**src/rtl/sipo_collector.sv**
```systemverilog
// sipo_collector: serial-in / parallel-out frame collector.
//
// Accepts BIT-wide words over a valid/ready handshake and assembles them into
// NDATA-word frames. The first word received lands in o_data[0]. A completed
// frame is held stable with o_valid until the consumer takes it (i_ready).
//
// Optional feature macro: SIPO_FLUSH_EN
//   When defined, the i_flush port closes a partial frame early. Unused slots
//   are filled with PAD, and o_count reports the number of real words.
//
// Ports:
//   i_clk, i_rst   clock, synchronous active-high reset
//   i_valid/o_ready/i_data   upstream word handshake
//   o_valid/i_ready/o_data   downstream frame handshake; o_data[0] = first word
//   o_count        number of words currently held (0..NDATA)
//   i_flush        close the partial frame (SIPO_FLUSH_EN only)
module sipo_collector #(
  parameter int BIT = 8,
  parameter int NDATA = 3,
  parameter logic [BIT-1:0] PAD = '0,
  localparam int CW = $clog2(NDATA + 1)
) (
  input  logic           i_clk,
  input  logic           i_rst,
  input  logic           i_valid,
  output logic           o_ready,
  input  logic [BIT-1:0] i_data,
  output logic           o_valid,
  input  logic           i_ready,
  output logic [BIT-1:0] o_data [0:NDATA-1],
`ifdef SIPO_FLUSH_EN
  input  logic           i_flush,
`endif
  output logic [CW-1:0]  o_count
);

  typedef enum logic {FILL, HOLD} state_t;

  state_t         r_state;
  logic [CW-1:0]  r_cnt;
  logic [BIT-1:0] r_buf [0:NDATA-1];

  logic           w_word_acc;
  logic           w_frame_acc;
  logic           w_flush;
  logic [CW-1:0]  w_next_cnt;

`ifdef SIPO_FLUSH_EN
  assign w_flush = i_flush;
`else
  assign w_flush = 1'b0;
`endif

  // In HOLD the upstream may only push a word in the same cycle the frame
  // leaves, so ready passes straight through from the consumer.
  assign o_ready     = !i_rst && ((r_state == FILL) || i_ready);
  assign w_word_acc  = i_valid && o_ready;
  assign w_frame_acc = (r_state == HOLD) && i_ready;

  // Word count after this cycle's accept while filling.
  assign w_next_cnt  = w_word_acc ? (r_cnt + CW'(1)) : r_cnt;

  assign o_valid = (r_state == HOLD);
  assign o_count = r_cnt;
  assign o_data  = r_buf;

  always_ff @(posedge i_clk) begin
    if (i_rst) begin
      r_state <= FILL;
      r_cnt   <= '0;
      for (int i = 0; i < NDATA; i++) r_buf[i] <= '0;
    end else begin
      case (r_state)
        FILL: begin
          if (w_word_acc) r_buf[r_cnt] <= i_data;
          if (w_word_acc && (r_cnt == CW'(NDATA - 1))) begin
            r_state <= HOLD;
            r_cnt   <= CW'(NDATA);
          end else if (w_flush && (w_next_cnt != '0)) begin
            // Slots past the last real word get PAD; the real word (if any)
            // sits at r_cnt, which is below w_next_cnt, so writes never overlap.
            for (int i = 0; i < NDATA; i++) begin
              if (i >= int'(w_next_cnt)) r_buf[i] <= PAD;
            end
            r_state <= HOLD;
            r_cnt   <= w_next_cnt;
          end else begin
            r_cnt <= w_next_cnt;
          end
        end
        HOLD: begin
          if (w_frame_acc) begin
            if (w_word_acc) begin
              // Frame leaves and the next frame's first word enters together.
              r_buf[0] <= i_data;
              r_cnt    <= CW'(1);
              r_state  <= (NDATA == 1) ? HOLD : FILL;
            end else begin
              r_cnt   <= '0;
              r_state <= FILL;
            end
          end
        end
        default: begin
          r_state <= FILL;
          r_cnt   <= '0;
        end
      endcase
    end
  end

endmodule

```
**config.mk**
```make
export PLATFORM = sky130hd
export DESIGN_NAME = sipo_collector
export DESIGN_NICKNAME = d
export VERILOG_FILES = /design/src/rtl/sipo_collector.sv
export SDC_FILE = /design/constraint.sdc
export NUM_CORES = 1
export LEC_CHECK = 0
export CAP_MARGIN = 20
export CORE_ASPECT_RATIO = 1.25
export CORE_MARGIN = 10
export CORE_UTILIZATION = 35
export DETAILED_ROUTE_END_ITERATION = 10
export DONT_BUFFER_PORTS = 1
export PLACE_DENSITY_LB_ADDON = 0.15
export SLEW_MARGIN = 10
export SYNTH_ARGS = -nofsm -noshare
export SYNTH_HDL_FRONTEND = slang
export SYNTH_SLANG_ARGS = --single-unit
```
**constraint.sdc**
```tcl
create_clock -name i_clk -period 1.94 [get_ports i_clk]
set_input_delay 0.194 -clock i_clk [delete_from_list [all_inputs] [get_ports i_clk]]
set_output_delay 0.194 -clock i_clk [all_outputs]
set_load 0.03 [all_outputs]
```
==> metrics.txt <==
post-DP HPWL=2.14 mm; CTS buffer count=3; Routed WL=around 2.9 mm; Final Setup Violations=0; Seq/Total Area, Yosys=between 40% and 50%; CP top delay family=compound AO/OA/AOI/OAI gates; clk sink count=27; FF+latch count, synth=27; RSZ-0062 raised after global routing=no; Crit path arrival time=between 1.5 and 2 ns; Startpoint Class=flop; dominant synthesized flop cell=dfxtp_1; min-delay src=i_data[0]; H-Tree Depth=1; WP buf/inv=1; Slew Viols, Final=0; static leakage=slightly above 0.4 nW; nets@finish=~140; Global Route Usage Sum=under 10%; Filler Cells Inserted=between 300 and 400; CP peak stage delay=0.39 ns; num rows=23; diode count=0; Hold Path End=o_data[0]; # port buffers=0; library cells used by synthesis=25; Tot Pwr=0.00104 W; clock period minus worst slack=roughly 1.5 ns; io pins=40; global-route wire length before repair=4.66 mm; CP required=~2.2 ns; vias in the first global route=approximately 900; final-report hold violation count=0; r2r startpoint=o_count[0]; most frequent cells in the layout=dfxtp_1 (27), nand2_1 (17), nor2_1 (11), a21oi_1 (11), inv_1 (10); Mapped Cells=between 100 and 150; Slew HR=between 50 and 60%; Post-DP Area=~1200 um^2; crit-path max FO=16; drt first-iter violations=21; reg2reg setup slack=0.44 ns; Post-CTS Resized=0; clock transition at the registers of the reported paths=around 0.090 ns; GRT overflow=0; max-cap violations=0; CP Capture Type=flop; PD cells=between 800 and 900 nW/um^2; CTS tree=built; syn_area_per_cell=just over 9 um^2; syn nets=roughly 140; Crit-path slowest cell=dfxtp_1; Clock Tree Buf Depth=2; Post-synth ARST share=0%; antenna violations before repair=0; Post-synth EDFFs=0; Highest Clock Rate=~670 MHz; largest net degree at the start of global routing=20; RePlAce Congestion=~0.7; Worst IR Drop VDD=about 0.00034 V; Antenna Nets Post-Route=0; DIE AREA=6010 um^2; via/cell ratio=approximately 5.3; area delta synth->final=5.53%; Initial Util=between 30 and 40%; Final period util=a little under 80%; cell count of the worst hold path=2; cell area after layout=between 1000 and 1500 um^2; Reg-to-Reg End=o_data[19]; layout cells sized above 1=13.9%; post-layout util=a little under two fifths; Slew @ Worst Pin=about 0.73 ns; CORE AREA=between 3000 and 4000 um^2; DR WL/cell=18.1 um; DR vias=roughly 840; crit path cell chain=inv_1, ha_1, mux2_4, a211oi_1, a31o_2; drc violations=0; die height=about 84 um; CP Depth=5; Die W=71.4 um; TritonRoute pass-1 iters=4; skew final=approximately 0.0013 ns; Hold WC Path Type=in -> reg; Setup TNS=0 ns; Clock Latency Late Sink=between 0.2 and 0.3 ns; CTS Root Cell=clkbuf_8; Syn Std Cell Area=between 1000 and 1500 um^2; Crit Path Category=reg -> reg; outcome=complete, no violations; Reg2Reg Depth=5; Setup Fix Bufs, Post-CTS=0; Yosys warnings=0; most common cell after layout, fill and taps aside=dfxtp_1
-- layer usage --
layer	wire length (um)	track usage, %
met2	1350	15.1
met4	34	3.70
met3	399	5.89
met5	0	0
met1	1100	10.1
-- layout make-up --
type	instances	area, um^2	area share (%)
tap	37	46.3	3.80
inverter	10	37.5	3.08
sequential	27	541	44.4
multi-input combinational	77	517	42.4
clock buffer	4	45.0	3.70
timing repair buffer	4	32.5	2.67
-- sequential cells by signal, indices dropped and copies added (netlist names) --
name	cells
o_valid	1
o_data	24
o_count	2
-- through the flow --
stage	instances	setup slack, ns	hold WS [ns]
3_3_place_gp	154	0.539	0.267
5_1_grt	159	0.330	0.0509
4_1_cts	159	0.426	0.0490
6_report	159	0.436	0.0522
3_5_place_dp	154	0.472	0.271
2_1_floorplan	124	0.295	0.328
-- Yosys cell counts (all sizes together), types with 2 or more instances --
| cell | number | share of area (%) |
|---|---|---|
| a211oi | 8 | 6.1 |
| a21oi | 11 | 4.8 |
| a31o | 8 | 6.1 |
| and4bb | 2 | 2.2 |
| buf | 8 | 4.6 |
| clkbuf | 2 | 0.65 |
| dfxtp | 27 | 47 |
| ha | 3 | 3.3 |
| inv | 10 | 3.3 |
| mux2i | 8 | 6.9 |
| nand2 | 17 | 5.5 |
| nor2 | 11 | 3.6 |
| nor2b | 2 | 1.1 |
-- how the worst max path moves through the flow --
stage	start	end	slack [ns]
6_report	o_count[0]	o_data[19]	0.44
5_1_grt	o_valid	o_ready	0.33
4_1_cts	o_valid	o_ready	0.43
3_5_place_dp	o_count[0]	o_data[18]	0.47
3_3_place_gp	o_count[0]	o_data[21]	0.54
2_1_floorplan	o_count[0]	o_data[16]	0.29
-- worst register-to-register path, stage by stage, from the launching register on --
cell	delay [ns]
dfxtp_1	0.39
inv_1	0.10
ha_1	0.21
mux2_4	0.36
a211oi_1	0.27
a31o_2	0.13
-- report_power, final --
| part | internal [W] | switching (W) | leakage, nW | total, W |
|---|---|---|---|---|
| clock network | 0.000147 | 0.000165 | 0.0228 | 0.000312 |
| registers | 0.000577 | 0.0000547 | 0.219 | 0.000631 |
| logic | 0.0000420 | 0.0000585 | 0.170 | 0.000100 |
-- cell families after synthesis --
kind of cell,Yosys count,share of synthesized area [%]
flops,27,46.8
buf+inv,20,8.45
compound gates,28,17.3
simple gates,37,15.9
mux,9,8.23
fa+ha+maj,3,3.25
-- what timing repair did --
action                                 in CTS  in global routing
hold buffers                                1                  0
setup endpoints to repair                   0                  0
endpoints found under the hold margin      19                  0
Note: power is estimated with default switching activity, not from simulation.
